`config.mk`:
```
export PLATFORM = sky130hd
export DESIGN_NAME = dispatch_queue_flat
export DESIGN_NICKNAME = d
export VERILOG_FILES = /design/src/rtl/uop_pkg.sv /design/src/rtl/dispatch_queue_if.sv /design/src/rtl/dispatch_ring_2w1r.sv /design/src/rtl/dispatch_queue.sv /design/src/flat_wrapper.sv
export SDC_FILE = /design/constraint.sdc
export NUM_CORES = 1
export LEC_CHECK = 0
export CAP_MARGIN = 5
export CORE_ASPECT_RATIO = 1.2
export CORE_MARGIN = 1
export CORE_UTILIZATION = 55
export DETAILED_ROUTE_END_ITERATION = 10
export DONT_BUFFER_PORTS = 1
export GPL_TIMING_DRIVEN = 0
export HOLD_SLACK_MARGIN = 0.12
export PLACE_DENSITY_LB_ADDON = 0.25
export SLEW_MARGIN = 10
export SYNTH_ARGS = -nofsm -noshare
export SYNTH_HDL_FRONTEND = slang
export SYNTH_SLANG_ARGS = --single-unit
```
`constraint.sdc`:
```
create_clock -name clk_i -period 3.1 [get_ports clk_i]
set_input_delay 0.465 -clock clk_i [delete_from_list [all_inputs] [get_ports clk_i]]
set_output_delay 0.465 -clock clk_i [all_outputs]
set_load 0.03 [all_outputs]
```
`src/rtl/uop_pkg.sv`:
```
// Shared micro-op types for the rename/dispatch slice: uop tags, the
// dispatch capability-barrier state, and the queue entry layout.
package uop_pkg;

  // Micro-op class tag carried from rename to the backend.
  typedef enum logic [3:0] {
    UOP_NOP       = 4'd0,
    UOP_ALU       = 4'd1,
    UOP_MUL       = 4'd2,
    UOP_DIV       = 4'd3,
    UOP_LOAD      = 4'd4,
    UOP_STORE     = 4'd5,
    UOP_BRANCH    = 4'd6,
    UOP_JUMP      = 4'd7,
    UOP_FPU       = 4'd8,
    UOP_CSR       = 4'd9,
    UOP_FENCE     = 4'd10,
    UOP_AMO       = 4'd11,
    UOP_CAP_JUMP  = 4'd12,
    UOP_CAP_RET   = 4'd13,
    UOP_CAP_LOAD  = 4'd14,
    UOP_CAP_STORE = 4'd15
  } uop_tag_t;

  // Capability barrier: idle, or one capability uop owned by the backend.
  typedef enum logic {
    CAP_IDLE = 1'b0,
    CAP_WAIT = 1'b1
  } dispatch_cap_state_e;

  // One dispatch queue slot.
  typedef struct packed {
    uop_tag_t tag;
    logic     is_cap;
  } dq_entry_t;

  // Rename reports 0..3 lanes; 3 is an over-report and means both lanes.
  function automatic logic [1:0] lanes_to_write(input logic [1:0] uop_count);
    return (uop_count == 2'd3) ? 2'd2 : uop_count;
  endfunction

endpackage

```
`src/rtl/dispatch_queue_if.sv`:
```
// Rename-side and backend-side handshake bundle of the dispatch queue.
// master: the surrounding pipeline (rename + backend); slave: the queue.
interface dispatch_queue_if;
  import uop_pkg::*;

  logic       rename_valid_i;
  uop_tag_t   rename_uop0_i;
  uop_tag_t   rename_uop1_i;
  logic [1:0] rename_uop_count_i;
  logic [1:0] rename_lane_is_cap_i;
  logic       rename_ready_o;

  logic       issue_valid_o;
  uop_tag_t   issue_uop_o;
  logic       issue_is_cap_o;
  logic       issue_ready_i;

  logic       cap_done_i;
  logic       flush_i;

  modport master (
    output rename_valid_i, rename_uop0_i, rename_uop1_i,
           rename_uop_count_i, rename_lane_is_cap_i,
           issue_ready_i, cap_done_i, flush_i,
    input  rename_ready_o, issue_valid_o, issue_uop_o, issue_is_cap_o
  );

  modport slave (
    input  rename_valid_i, rename_uop0_i, rename_uop1_i,
           rename_uop_count_i, rename_lane_is_cap_i,
           issue_ready_i, cap_done_i, flush_i,
    output rename_ready_o, issue_valid_o, issue_uop_o, issue_is_cap_o
  );

endinterface

```
`src/rtl/dispatch_ring_2w1r.sv`:
```
// Two-write / one-read ring buffer with head, tail and count registers.
// Lane 0 lands at tail, lane 1 at tail+1; flush empties the ring but keeps
// stale storage, which is harmless because count gates every read.
module dispatch_ring_2w1r #(
  parameter int DEPTH = 8,
  parameter int WIDTH = 8
) (
  input  logic                       clk_i,
  input  logic                       rst_i,
  input  logic                       flush,
  input  logic                       wr_en,
  input  logic [1:0]                 wr_n,
  input  logic [WIDTH-1:0]           wr_data0,
  input  logic [WIDTH-1:0]           wr_data1,
  input  logic                       pop,
  output logic [WIDTH-1:0]           rd_data,
  output logic [$clog2(DEPTH+1)-1:0] count
);

  localparam int AW = $clog2(DEPTH);
  localparam int CW = $clog2(DEPTH+1);

  logic [WIDTH-1:0] mem_reg [DEPTH];
  logic [AW-1:0]    head_reg;
  logic [AW-1:0]    tail_reg;
  logic [CW-1:0]    count_reg;

  logic [AW-1:0]    tail_plus1;
  logic [CW-1:0]    n_wr;
  logic [CW-1:0]    n_pop;

  assign tail_plus1 = tail_reg + AW'(1);
  assign n_wr       = wr_en ? CW'(wr_n) : '0;
  assign n_pop      = CW'(pop);

  // Pointer/count update and lane writes; flush wins over write and pop.
  always_ff @(posedge clk_i) begin
    if (rst_i) begin
      head_reg  <= '0;
      tail_reg  <= '0;
      count_reg <= '0;
      for (int i = 0; i < DEPTH; i++) begin
        mem_reg[i] <= '0;
      end
    end else if (flush) begin
      head_reg  <= '0;
      tail_reg  <= '0;
      count_reg <= '0;
    end else begin
      if (wr_en && wr_n != 2'd0) begin
        mem_reg[tail_reg] <= wr_data0;
      end
      if (wr_en && wr_n == 2'd2) begin
        mem_reg[tail_plus1] <= wr_data1;
      end
      tail_reg  <= tail_reg + AW'(n_wr);
      head_reg  <= head_reg + AW'(pop);
      count_reg <= count_reg + n_wr - n_pop;
    end
  end

  // Head is read straight from storage so a freshly written entry is
  // visible the cycle after its write edge.
  assign rd_data = mem_reg[head_reg];
  assign count   = count_reg;

endmodule

```
`src/rtl/dispatch_queue.sv`:
```
// In-order dispatch queue between rename and the backend. Accepts up to
// two uops per cycle, issues one per cycle, and holds a capability uop at
// the head while a previous capability uop is still in the backend.
module dispatch_queue
  import uop_pkg::*;
#(
  parameter int DEPTH    = 8,
  parameter int MAX_UOPS = 2
) (
  input  logic                       clk_i,
  input  logic                       rst_i,
  dispatch_queue_if.slave            dq,
  output logic [$clog2(DEPTH+1)-1:0] occupancy_o,
  output logic [15:0]                cap_stall_count_o
);

  localparam int CW = $clog2(DEPTH+1);
  localparam int EW = $bits(dq_entry_t);

  logic [CW-1:0]       count;
  logic [EW-1:0]       head_bits;
  dq_entry_t           head_entry;
  uop_tag_t            lane_tag   [2];
  dq_entry_t           lane_entry [2];
  logic [1:0]          n_lanes;
  logic                rename_ready;
  logic                wr_en;
  logic                issue_valid;
  logic                pop_fire;
  logic                stall_cond;
  dispatch_cap_state_e cap_state_reg;
  logic [15:0]         stall_count_reg;

  assign lane_tag[0] = dq.rename_uop0_i;
  assign lane_tag[1] = dq.rename_uop1_i;

  for (genvar gi = 0; gi < 2; gi++) begin : g_lane
    assign lane_entry[gi] = '{tag: lane_tag[gi], is_cap: dq.rename_lane_is_cap_i[gi]};
  end

  // Ready depends on registered count only, so rename never sees a path
  // from the backend handshake.
  assign rename_ready = (count <= CW'(DEPTH - MAX_UOPS));
  assign n_lanes      = lanes_to_write(dq.rename_uop_count_i);
  assign wr_en        = dq.rename_valid_i && rename_ready;

  assign head_entry   = head_bits;
  assign issue_valid  = (count != '0) && !(head_entry.is_cap && cap_state_reg == CAP_WAIT);
  // A flush cancels a same-cycle pop, including its effect on the barrier.
  assign pop_fire     = issue_valid && dq.issue_ready_i && !dq.flush_i;
  assign stall_cond   = (count != '0) && head_entry.is_cap && (cap_state_reg == CAP_WAIT);

  dispatch_ring_2w1r #(
    .DEPTH (DEPTH),
    .WIDTH (EW)
  ) u_ring (
    .clk_i    (clk_i),
    .rst_i    (rst_i),
    .flush    (dq.flush_i),
    .wr_en    (wr_en),
    .wr_n     (n_lanes),
    .wr_data0 (lane_entry[0]),
    .wr_data1 (lane_entry[1]),
    .pop      (pop_fire),
    .rd_data  (head_bits),
    .count    (count)
  );

  // Capability barrier FSM; flush leaves it alone since an issued
  // capability uop still belongs to the backend.
  always_ff @(posedge clk_i) begin
    if (rst_i) begin
      cap_state_reg <= CAP_IDLE;
    end else begin
      case (cap_state_reg)
        CAP_IDLE: if (pop_fire && head_entry.is_cap) cap_state_reg <= CAP_WAIT;
        CAP_WAIT: if (dq.cap_done_i)                 cap_state_reg <= CAP_IDLE;
        default:                                     cap_state_reg <= CAP_IDLE;
      endcase
    end
  end

  // Saturating count of cycles the head sat behind the barrier.
  always_ff @(posedge clk_i) begin
    if (rst_i) begin
      stall_count_reg <= '0;
    end else if (stall_cond && stall_count_reg != 16'hFFFF) begin
      stall_count_reg <= stall_count_reg + 16'd1;
    end
  end

  assign dq.rename_ready_o = rename_ready;
  assign dq.issue_valid_o  = issue_valid;
  assign dq.issue_uop_o    = head_entry.tag;
  assign dq.issue_is_cap_o = head_entry.is_cap;
  assign occupancy_o       = count;
  assign cap_stall_count_o = stall_count_reg;

endmodule

```
`src/flat_wrapper.sv`:
```
// flat-port wrapper written by rule: the top's interface ports become plain ports
module dispatch_queue_flat import uop_pkg::*;
#(
  parameter int DEPTH    = 8,
  parameter int MAX_UOPS = 2
)
  (clk_i, rst_i, occupancy_o, cap_stall_count_o, dq_rename_valid_i, dq_rename_uop0_i, dq_rename_uop1_i, dq_rename_uop_count_i, dq_rename_lane_is_cap_i, dq_issue_ready_i, dq_cap_done_i, dq_flush_i, dq_rename_ready_o, dq_issue_valid_o, dq_issue_uop_o, dq_issue_is_cap_o);
  dispatch_queue_if dq_i ();
  input  logic clk_i;
  input  logic rst_i;
  output logic [$clog2(DEPTH+1)-1:0] occupancy_o;
  output logic [15:0] cap_stall_count_o;
  input wire logic [$bits(dq_i.rename_valid_i)-1:0] dq_rename_valid_i;
  input wire logic [$bits(dq_i.rename_uop0_i)-1:0] dq_rename_uop0_i;
  input wire logic [$bits(dq_i.rename_uop1_i)-1:0] dq_rename_uop1_i;
  input wire logic [$bits(dq_i.rename_uop_count_i)-1:0] dq_rename_uop_count_i;
  input wire logic [$bits(dq_i.rename_lane_is_cap_i)-1:0] dq_rename_lane_is_cap_i;
  input wire logic [$bits(dq_i.issue_ready_i)-1:0] dq_issue_ready_i;
  input wire logic [$bits(dq_i.cap_done_i)-1:0] dq_cap_done_i;
  input wire logic [$bits(dq_i.flush_i)-1:0] dq_flush_i;
  output wire logic [$bits(dq_i.rename_ready_o)-1:0] dq_rename_ready_o;
  output wire logic [$bits(dq_i.issue_valid_o)-1:0] dq_issue_valid_o;
  output wire logic [$bits(dq_i.issue_uop_o)-1:0] dq_issue_uop_o;
  output wire logic [$bits(dq_i.issue_is_cap_o)-1:0] dq_issue_is_cap_o;
  assign dq_i.rename_valid_i = dq_rename_valid_i;
  assign dq_i.rename_uop0_i = dq_rename_uop0_i;
  assign dq_i.rename_uop1_i = dq_rename_uop1_i;
  assign dq_i.rename_uop_count_i = dq_rename_uop_count_i;
  assign dq_i.rename_lane_is_cap_i = dq_rename_lane_is_cap_i;
  assign dq_i.issue_ready_i = dq_issue_ready_i;
  assign dq_i.cap_done_i = dq_cap_done_i;
  assign dq_i.flush_i = dq_flush_i;
  assign dq_rename_ready_o = dq_i.rename_ready_o;
  assign dq_issue_valid_o = dq_i.issue_valid_o;
  assign dq_issue_uop_o = dq_i.issue_uop_o;
  assign dq_issue_is_cap_o = dq_i.issue_is_cap_o;
  dispatch_queue #(.DEPTH(DEPTH), .MAX_UOPS(MAX_UOPS)) u_core (.clk_i(clk_i), .rst_i(rst_i), .dq(dq_i), .occupancy_o(occupancy_o), .cap_stall_count_o(cap_stall_count_o));
endmodule
```
==> results of run 1 <==
logic make-up (layout without fill, tap and decap cells):
logic type / Yosys count / after routing / share of synthesized area, %
buffers and inverters: 37 / 53 / 4.30
and+or+nand+nor: 120 / 120 / 18.9
DFF: 67 / 67 / 46.7
muxes: 25 / 25 / 10.3
adders and majority gates: 14 / 14 / 5.10
xor gates and xnor gates: 6 / 6 / 1.41
AOI/OAI and AO/OA: 61 / 61 / 13.2
layout make-up:
| class | instances | area (um2) | area share [%] |
|---|---|---|---|
| multi-input combinational | 226 | 1840 | 45.5 |
| inverter | 15 | 56.3 | 1.39 |
| sequential | 67 | 1750 | 43.1 |
| clock inverter | 7 | 73.8 | 1.82 |
| buffer | 22 | 104 | 2.56 |
| tap | 85 | 106 | 2.62 |
| clock buffer | 9 | 124 | 3.06 |
cells in the mapped netlist (5+ instances only):
cell / instances
sky130_fd_sc_hd__mux2_2: 12
sky130_fd_sc_hd__nand3_1: 7
sky130_fd_sc_hd__nor2b_1: 10
sky130_fd_sc_hd__mux2i_1: 5
sky130_fd_sc_hd__edfxtp_1: 40
sky130_fd_sc_hd__inv_1: 14
sky130_fd_sc_hd__buf_1: 11
sky130_fd_sc_hd__nor2_1: 26
sky130_fd_sc_hd__mux4_1: 5
sky130_fd_sc_hd__a21oi_1: 9
sky130_fd_sc_hd__and2_1: 5
sky130_fd_sc_hd__nand2_1: 17
sky130_fd_sc_hd__a22o_1: 40
sky130_fd_sc_hd__nor3_1: 6
sky130_fd_sc_hd__ha_1: 12
sky130_fd_sc_hd__buf_2: 5
sky130_fd_sc_hd__nor4_1: 9
sky130_fd_sc_hd__or3_1: 11
sky130_fd_sc_hd__dfxtp_1: 27
critical path, cell delays in order, from the launching register on:
cell	delay [ps]
sky130_fd_sc_hd__dfxtp_2	440
sky130_fd_sc_hd__inv_1	90
sky130_fd_sc_hd__ha_1	190
sky130_fd_sc_hd__and3_1	220
sky130_fd_sc_hd__nor3b_1	360
sky130_fd_sc_hd__nand2_1	200
sky130_fd_sc_hd__nor3_1	720
sky130_fd_sc_hd__or3_1	350
final timing paths:
path / end / start / cells past startpoint / slack [ps]
hold / removal: u_core.cap_state_reg / dq_cap_done_i / 2 / 290
setup / recovery: u_core.u_ring.mem_reg[6][2] / u_core.u_ring.count[3] / 7 / 220
hold reg to reg: u_core.cap_state_reg / u_core.cap_state_reg / 2 / 570
setup reg to reg: u_core.u_ring.mem_reg[6][2] / u_core.u_ring.count[3] / 7 / 220
per-stage QoR:
| stage | TNS, ps | instances | util (%) | cell area [um2] |
|---|---|---|---|---|
| after floorplan | 0 | 330 | - | 3730 |
| after global placement | -253 | 415 | 59.1 | 3830 |
| after detailed placement | -338 | 415 | 59.1 | 3830 |
| after CTS | 0 | 431 | 62.3 | 4040 |
| after global routing | 0 | 431 | 62.5 | 4050 |
| final | 0 | 431 | 62.5 | 4050 |
repair_timing:
item | CTS | global route
pin swaps | 0 | 1
resized for setup | 2 | 6
hold endpoints to repair | 0 | 0
endpoints found under the setup margin | 8 | 13
power by group through the flow:
stage	Sequential, W	Combinational [W]	Clock (W)
CTS	0.00101	0.000262	0.000738
global placement	0.00103	0.000253	0
floorplan	0.00102	0.000210	0
detailed placement	0.00103	0.000258	0
finish	0.00101	0.000262	0.000729
global route	0.00102	0.000289	0.000779
per-layer routing:
metal  track usage [%]  vias up  part of all wire, %
met2              44.8      101                   52
met3              6.67       18                  6.5
li1                  -     1278                    -
met5                 0        -                    0
met4              16.7        0                  3.0
met1              27.8     1297                   38
==> flow_summary.ini, run 1 <==
[status]
outcome = complete, no violations

[finish]
commonest_non_fill_non_tap_cells_in_the_layout = 40 x sky130_fd_sc_hd__a22o_1, 40 x sky130_fd_sc_hd__edfxtp_1, 25 x sky130_fd_sc_hd__nor2_1, 23 x sky130_fd_sc_hd__dfxtp_1, 16 x sky130_fd_sc_hd__nand2_1
max_ffs_per_register = 40
finalNetCount = 373
n_fill_cell = 547
post_route_cells_drive_above_1_share_pct = 17.1
ant_diodes = 0
area_growth_syn_to_layout_pct = 8.80

[pwr]
power.switching_fraction_pct = 27.9
power.internal_w = 0.00144
leakagePower_nw = 1.43
netSwitchingPower_w = 0.000560
p_seq_share_pct = 50.5
p_clk_share_pct = 36.4
combPwrFrac_pct = 13.1
power.density_nw_per_um2 = 494
p_total_w = 0.00200
vdd.ir_drop.worst_mv = 0.374

[synth]
mappedNetlistArea_um2 = 3730
synth_ff_type = sky130_fd_sc_hd__edfxtp_1
netlist.area_leader.share_pct = 32.2
synth_enable_flop_cells = 40
synth_area_leader_cell = sky130_fd_sc_hd__edfxtp_1
synth_fp_nets = 362
synth_async_sr_flop_share_pct = 0
synth_cell_type_count = 51
synth_seq_area_share_pct = 46.7
ys_warn_count = 0
synthTopCellsByArea = sky130_fd_sc_hd__edfxtp_1 32%, sky130_fd_sc_hd__dfxtp_1 15%, sky130_fd_sc_hd__a22o_1 9.4%
synthesis.instances = 330
ys_seq_elements = 67
synth_area_per_cell_um2 = 11.3

[floorplanning]
fp.dieW_um = 77.1
placement_rows = 32
dieArea_um2 = 7110
core_um2 = 6490
io-pin-count = 45
die_height_um = 92.2
initial_core_util_pct = 57.4

[cts]
htreeDepth = 3
sinks_on_clock_net = 67
post-cts-setup-buffer-count = 0
clk_lat_worst_skew_ps = 360
clock_path_buffers = 2
cts_tree = yes
path_clk_slew_ps = 70
buffer_type_at_the_clock_tree_root = sky130_fd_sc_hd__clkbuf_8
cts_inserted_buffers = 9
post_cts_hold_buffer_count = 0

[global_routing]
grt_first_pass_wirelength_um = 13600
grt_util_all_layers_pct = 25.9
first_global_vias = 2728
overflow = 0
grt_start_max_net_pins = 14
grt_antenna_before_repair = 0

[placement]
port_buffers = 0
finalWeightedCongestion = 0.850
hpwlAfterDp_um = 6270
dp_slack_ps = -156

[timing]
layout_min_cycle_time_ps = 2880
hold_slack_ps = 292
slew_viol_final = 0
final-setup-viol-count = 0
hold_violations = 0
grt_setup_unrepaired = false
period_share_pct = 92.9
worst_slack_ps = 221
finClkSkew_ps = 12.5
worst_slew_margin_rel_pct = 35.5
tightestPinTransition_ps = 959
max_freq_ghz = 0.347

[critical_path]
cp_max_fanout = 6
critPathCaptureType = flip-flop
worst_setup_path_start_kind = flip-flop
worstSetupPathType = reg2reg
critical_path_required_time_ps = 3140
arrival_ps = 2920

[routing]
wire_per_inst_um = 19.5
drcViolationCount = 0
ant_nets = 0
detail_route.first_pass.iterations = 6
finalWirelength_um = 8420
detailed_route_via_count = 2694
via_per_inst = 6.25
dr.first_iter.drc_count = 218

[flow_run]
max_cap_violations = 0

[min_path]
min_path_type = in2reg
No activity file was read; power rests on OpenSTA's default activity.
==> run 2: changes to the inputs <==
- SYNTH_HIERARCHICAL: not set -> 1
==> flow_summary.ini, run 2 <==
[routing]
drcViolationCount = 0
detailed_route_via_count = 2751
via_per_inst = 6.50
finalWirelength_um = 8600
dr.first_iter.drc_count = 206
ant_nets = 0
wire_per_inst_um = 20.3
detail_route.first_pass.iterations = 5

[pwr]
vdd.ir_drop.worst_mv = 0.304
combPwrFrac_pct = 11.1
power.density_nw_per_um2 = 485
netSwitchingPower_w = 0.000516
leakagePower_nw = 1.48
p_seq_share_pct = 49.7
p_clk_share_pct = 39.2
power.switching_fraction_pct = 25.6
power.internal_w = 0.00150

[placement]
dpl-instance-area_um2 = 3890
hpwlAfterDp_um = 6110
finalWeightedCongestion = 0.867
port_buffers = 0

[finish]
area_growth_syn_to_layout_pct = 10.4
post_route_cells_drive_above_1_share_pct = 23.7
max_ffs_per_register = 40
finalInstanceArea_um2 = 4160
layout_commonest_cell = sky130_fd_sc_hd__edfxtp_1
finalNetCount = 361
n_fill_cell = 508
multiInputGateArea_um2 = 1900
seq_area_um2 = 1740
commonest_non_fill_non_tap_cells_in_the_layout = 40 x sky130_fd_sc_hd__edfxtp_1, 29 x sky130_fd_sc_hd__nor2_1, 26 x sky130_fd_sc_hd__dfxtp_1, 18 x sky130_fd_sc_hd__a32o_1, 16 x sky130_fd_sc_hd__nand2_1
ant_diodes = 0

[floorplanning]
initial_core_util_pct = 57.8
placement_rows = 32
fp.dieW_um = 77.6
core_um2 = 6530
dieArea_um2 = 7190
die_height_um = 92.7
io-pin-count = 45

[synth]
ys_seq_elements = 67
synth_compound_area_share_pct = 15.7
synth_enable_flop_cells = 40
dominant_combinational_cell_family_by_area_after_synthesis = simple AND/OR/NAND/NOR gates
synth_seq_area_share_pct = 46.2
synth_cell_type_count = 65
synth_top_cells_by_count = 40 x sky130_fd_sc_hd__edfxtp_1, 29 x sky130_fd_sc_hd__nor2_1, 27 x sky130_fd_sc_hd__dfxtp_1
synth_ff_type = sky130_fd_sc_hd__edfxtp_1
synthSimpleGateAreaFrac_pct = 16.9
synth_async_sr_flop_share_pct = 0
synth_fp_nets = 347
netlist.area_leader.share_pct = 31.9
ys_warn_count = 6
synth_area_per_cell_um2 = 11.8
most_common_cell_in_the_netlist = sky130_fd_sc_hd__edfxtp_1
synth_xor_area_share_pct = 4.84
mappedNetlistArea_um2 = 3770
share_of_synthesized_cell_area_in_full_adder_half_adder_and_majority_cells_pct = 3.72
synthesis.instances = 319
mux_cell_area_share_after_synthesis_pct = 8.43
synth_area_leader_cell = sky130_fd_sc_hd__edfxtp_1
synthTopCellsByArea = sky130_fd_sc_hd__edfxtp_1 32%, sky130_fd_sc_hd__dfxtp_1 14%, sky130_fd_sc_hd__mux4_2 6.0%

[min_path]
start_point_of_the_worst_min_delay_path = dq_rename_uop0_i[1]
min_path_type = in2reg

[critical_path]
reg2reg_from = u_core/u_ring/count[2]
arrival_ps = 3020
startpoint = u_core/u_ring/count[2]
cp_max_fanout = 10
critPathCaptureType = flip-flop
worst_setup_path_start_kind = flip-flop
critical_path_required_time_ps = 3130
worstSetupPathType = reg2reg

[cts]
clock_path_buffers = 2
clk_lat_worst_skew_ps = 350
sinks_on_clock_net = 67
htreeDepth = 3
cts_tree = yes
buffer_type_at_the_clock_tree_root = sky130_fd_sc_hd__clkbuf_8
path_clk_slew_ps = 70
post_cts_hold_buffer_count = 0
cts_inserted_buffers = 9

[timing]
final-setup-viol-count = 0
finClkSkew_ps = 6.59
tns_ps = 0
layout_min_cycle_time_ps = 2990
grt_setup_unrepaired = false
hold_violations = 0
max_freq_ghz = 0.335
worst_slew_margin_rel_pct = 40.5
period_share_pct = 96.4
slew_viol_final = 0
tightestPinTransition_ps = 884

[global_routing]
overflow = 0
first_global_vias = 2693
grt_util_all_layers_pct = 26.1
grt_antenna_before_repair = 0
grt_first_pass_wirelength_um = 14000
grt_start_max_net_pins = 13

[flow_run]
max_cap_violations = 0

[status]
outcome = complete, no violations
-- run 2: changes by cell type in the layout (fill, tap and decap cells not counted), moves of 7 or more --
cell,change
sky130_fd_sc_hd__nor4_1,-8
sky130_fd_sc_hd__nor2b_1,-7
sky130_fd_sc_hd__mux4_2,+7
sky130_fd_sc_hd__a32o_1,+18
sky130_fd_sc_hd__buf_1,-11
sky130_fd_sc_hd__a22o_1,-39
sky130_fd_sc_hd__mux2_2,-8
sky130_fd_sc_hd__o22ai_1,+14
sky130_fd_sc_hd__or3_1,-10
sky130_fd_sc_hd__xnor2_1,+11
-- run 2: timing repair --
item	in CTS	in global routing
pin swaps	2	3
endpoints found under the setup margin	22	3
cloned	0	0
hold endpoints to repair	0	0
resized for setup	9	2
setup buffers	3	1
-- run 2: worst paths after layout --
path	endpoint	slack [ps]	cells past startpoint
worst max register to register	u_core/u_ring/mem_reg[5][0]	110	6
worst min-delay path	u_core/u_ring/mem_reg[7][2]	320	1
worst max-delay path	u_core/u_ring/mem_reg[5][0]	110	6
worst min register to register	u_core/cap_state_reg	610	3
-- run 2: metal layers --
metal  GRT usage [%]  up-vias  part of all wire [%]
met1            32.8     1343                    42
met4            10.1        0                   1.4
met2            42.9      122                    50
met5               0        -                     0
met3            6.90       17                   7.2
li1                -     1269                     -
-- run 2: power by group through the flow --
| stage | logic, W | clock network (W) | registers [W] |
|---|---|---|---|
| 6_report | 0.000224 | 0.000791 | 0.00100 |
| 5_1_grt | 0.000245 | 0.000850 | 0.00101 |
| 4_1_cts | 0.000220 | 0.000812 | 0.00100 |
| 3_5_place_dp | 0.000214 | 0 | 0.00102 |
| 3_3_place_gp | 0.000210 | 0 | 0.00102 |
| 2_1_floorplan | 0.000176 | 0 | 0.00102 |
-- run 2: cells by family (layout without fill, tap and decap cells) --
logic type / count (synthesis) / count (layout)
AO/OA/AOI/OAI: 69 / 69
XOR/XNOR: 20 / 20
adder cells (fa/ha/maj): 10 / 10
buffers and inverters: 34 / 53
flip-flops: 67 / 67
multiplexers: 18 / 18
AND/OR/NAND/NOR: 101 / 101
-- run 2: area by class of cell --
cell class,instances,share of cell area (%)
Multi-Input combinational cell,218,45.7
Sequential cell,67,41.9
Clock buffer,9,2.98
Buffer,18,2.68
Tap cell,85,2.55
Clock inverter,7,2.19
Inverter,15,1.35
Timing Repair Buffer,4,0.721
-- run 2: stage by stage --
step | setup slack (ps) | power, W | util (%) | hold WS, ps | std cells
finish | 112 | 0.00202 | 63.8 | 317 | 423
CTS | 5.19 | 0.00203 | 63.8 | 300 | 423
global placement | -484 | 0.00123 | 59.7 | 565 | 404
detailed placement | -465 | 0.00124 | 59.7 | 586 | 404
global route | 0.142 | 0.00210 | 63.8 | 301 | 423
floorplan | 19.6 | 0.00119 | - | 544 | 319
-- run 2: worst max-delay path: stages, from the launching register on --
cell and delay, ps:
sky130_fd_sc_hd__dfxtp_1 480, sky130_fd_sc_hd__a31oi_2 540, sky130_fd_sc_hd__and2_1 340, sky130_fd_sc_hd__nand2_1 210
sky130_fd_sc_hd__nor4_4 590, sky130_fd_sc_hd__buf_6 240, sky130_fd_sc_hd__a211o_1 280
==> run 3: changes to the inputs <==
- CORE_UTILIZATION: 55 -> 50
- clock period: 3.1 -> 3.7 ns (I/O delays scaled with it)
==> flow_summary.ini, run 3 (synthesis results as in run 2) <==
[status]
outcome = complete, no violations

[finish]
area_growth_syn_to_layout_pct = 8.59
commonest_non_fill_non_tap_cells_in_the_layout = 40 x sky130_fd_sc_hd__edfxtp_1, 29 x sky130_fd_sc_hd__nor2_1, 27 x sky130_fd_sc_hd__dfxtp_1, 18 x sky130_fd_sc_hd__a32o_1, 16 x sky130_fd_sc_hd__nand2_1
max_ffs_per_register = 40
layout_commonest_cell = sky130_fd_sc_hd__edfxtp_1
finalNetCount = 358
ant_diodes = 0
post_route_cells_drive_above_1_share_pct = 21.5
final_core_utilization_pct = 56.3

[timing]
hold_violations = 0
slew_viol_final = 0
period_share_pct = 94.4
final-setup-viol-count = 0
layout_min_cycle_time_ps = 3490
finClkSkew_ps = 6.78
tightestPinTransition_ps = 857
worst_slew_margin_rel_pct = 41.9
worst_slack_ps = 208
grt_setup_unrepaired = false
max_freq_ghz = 0.286

[floorplanning]
dieArea_um2 = 7900
core_um2 = 7270
placement_rows = 34
fp.dieW_um = 81.3
initial_core_util_pct = 51.8
die_height_um = 97.1
io-pin-count = 45

[global_routing]
overflow = 0
grt_antenna_before_repair = 0
grt_start_max_net_pins = 14
grt_first_pass_wirelength_um = 13800
busiest_layer = met2
grt_util_all_layers_pct = 23.6
use_met1_pct = 28.4
groute.layer.met2.usage_pct = 40.1
first_global_vias = 2773
met3_track_utilization_from_global_routing_pct = 5.35

[cts]
post-cts-setup-buffer-count = 0
cts_tree = yes
htreeDepth = 3
sinks_on_clock_net = 67
path_clk_slew_ps = 70
post_cts_hold_buffer_count = 0
clock_path_buffers = 2
clk_lat_worst_skew_ps = 340
buffer_type_at_the_clock_tree_root = sky130_fd_sc_hd__clkbuf_8
cts_inserted_buffers = 9

[critical_path]
arrival_ps = 3730
worstSetupPathType = reg2reg
crit_chain = clkbuf_4 -> mux4_2 -> mux2_2 -> and2_1 -> clkbuf_4 -> nor4b_2 -> xnor2_1 -> ha_1 -> inv_1 -> fa_1 -> xor2_1 -> nor2_1
worst_setup_path_start_kind = flip-flop
cp_max_fanout = 10
critical_path_required_time_ps = 3940
crit_path_frequent_cell = sky130_fd_sc_hd__clkbuf_4
cp_slowest_cell = sky130_fd_sc_hd__mux4_2
cp.buffers_inverters = 3
critical-path-top-delay-family = multiplexers
timing.critical_path.slowest_cell_delay_ps = 560
critPathCaptureType = flip-flop

[routing]
detailed_route_via_count = 2686
via_per_inst = 6.32
drcViolationCount = 0
dr.first_iter.drc_count = 176
wire_per_inst_um = 20.0
finalWirelength_um = 8520
ant_nets = 0
detail_route.first_pass.iterations = 5

[pwr]
power.density_nw_per_um2 = 400
leakagePower_nw = 1.45
vdd.ir_drop.worst_mv = 0.282

[placement]
port_buffers = 0
finalWeightedCongestion = 0.935
dp_slack_ps = -225
hpwlAfterDp_um = 6320

[flow_run]
max_cap_violations = 0

[min_path]
min_path_type = in2reg
## run 3: layer usage
layer	wire [um]	share of wire, %
met3	524	6.2
met2	4430	52
met5	0	0
met4	152	1.8
met1	3410	40
## run 3: cell type report
| cell class | count | area (um2) |
|---|---|---|
| Fill cell | 620 | 3180 |
| Multi-Input combinational cell | 218 | 1870 |
| Sequential cell | 67 | 1740 |
| Clock buffer | 9 | 124 |
| Tap cell | 90 | 113 |
| Buffer | 19 | 109 |
| Clock inverter | 7 | 77.6 |
| Inverter | 15 | 56.3 |
## run 3: final timing paths
check	from	end	slack, ps	depth (start not counted)
setup / recovery	u_core/u_ring/head_reg[1]	u_core/u_ring/count[2]	210	12
setup reg to reg	u_core/u_ring/head_reg[1]	u_core/u_ring/count[2]	210	12
hold reg to reg	u_core/u_ring/head_reg[1]	u_core/u_ring/head_reg[1]	580	2
hold / removal	dq_rename_uop0_i[1]	u_core/u_ring/mem_reg[7][2]	410	1
## run 3: power breakdown
group / internal, W / switching, W
Combinational: 0.0000622 / 0.000115
Clock: 0.000317 / 0.000303
Sequential: 0.000813 / 0.0000260
## run 3: repair_timing
| action | 4_1_cts | 5_1_grt |
|---|---|---|
| pin swaps | 0 | 0 |
| endpoints found under the setup margin | 3 | 2 |
| gates resized for setup | 2 | 1 |
## run 3: stage by stage
step	setup TNS [ps]	hold WS (ps)	area, um2	total power (W)	instances
after floorplan	0	544	3770	0.000994	319
after global placement	-384	559	3880	0.00103	409
after global routing	0	401	4100	0.00170	425
final	0	413	4100	0.00164	425
after detailed placement	-503	573	3880	0.00103	409
after CTS	0	396	4090	0.00165	425
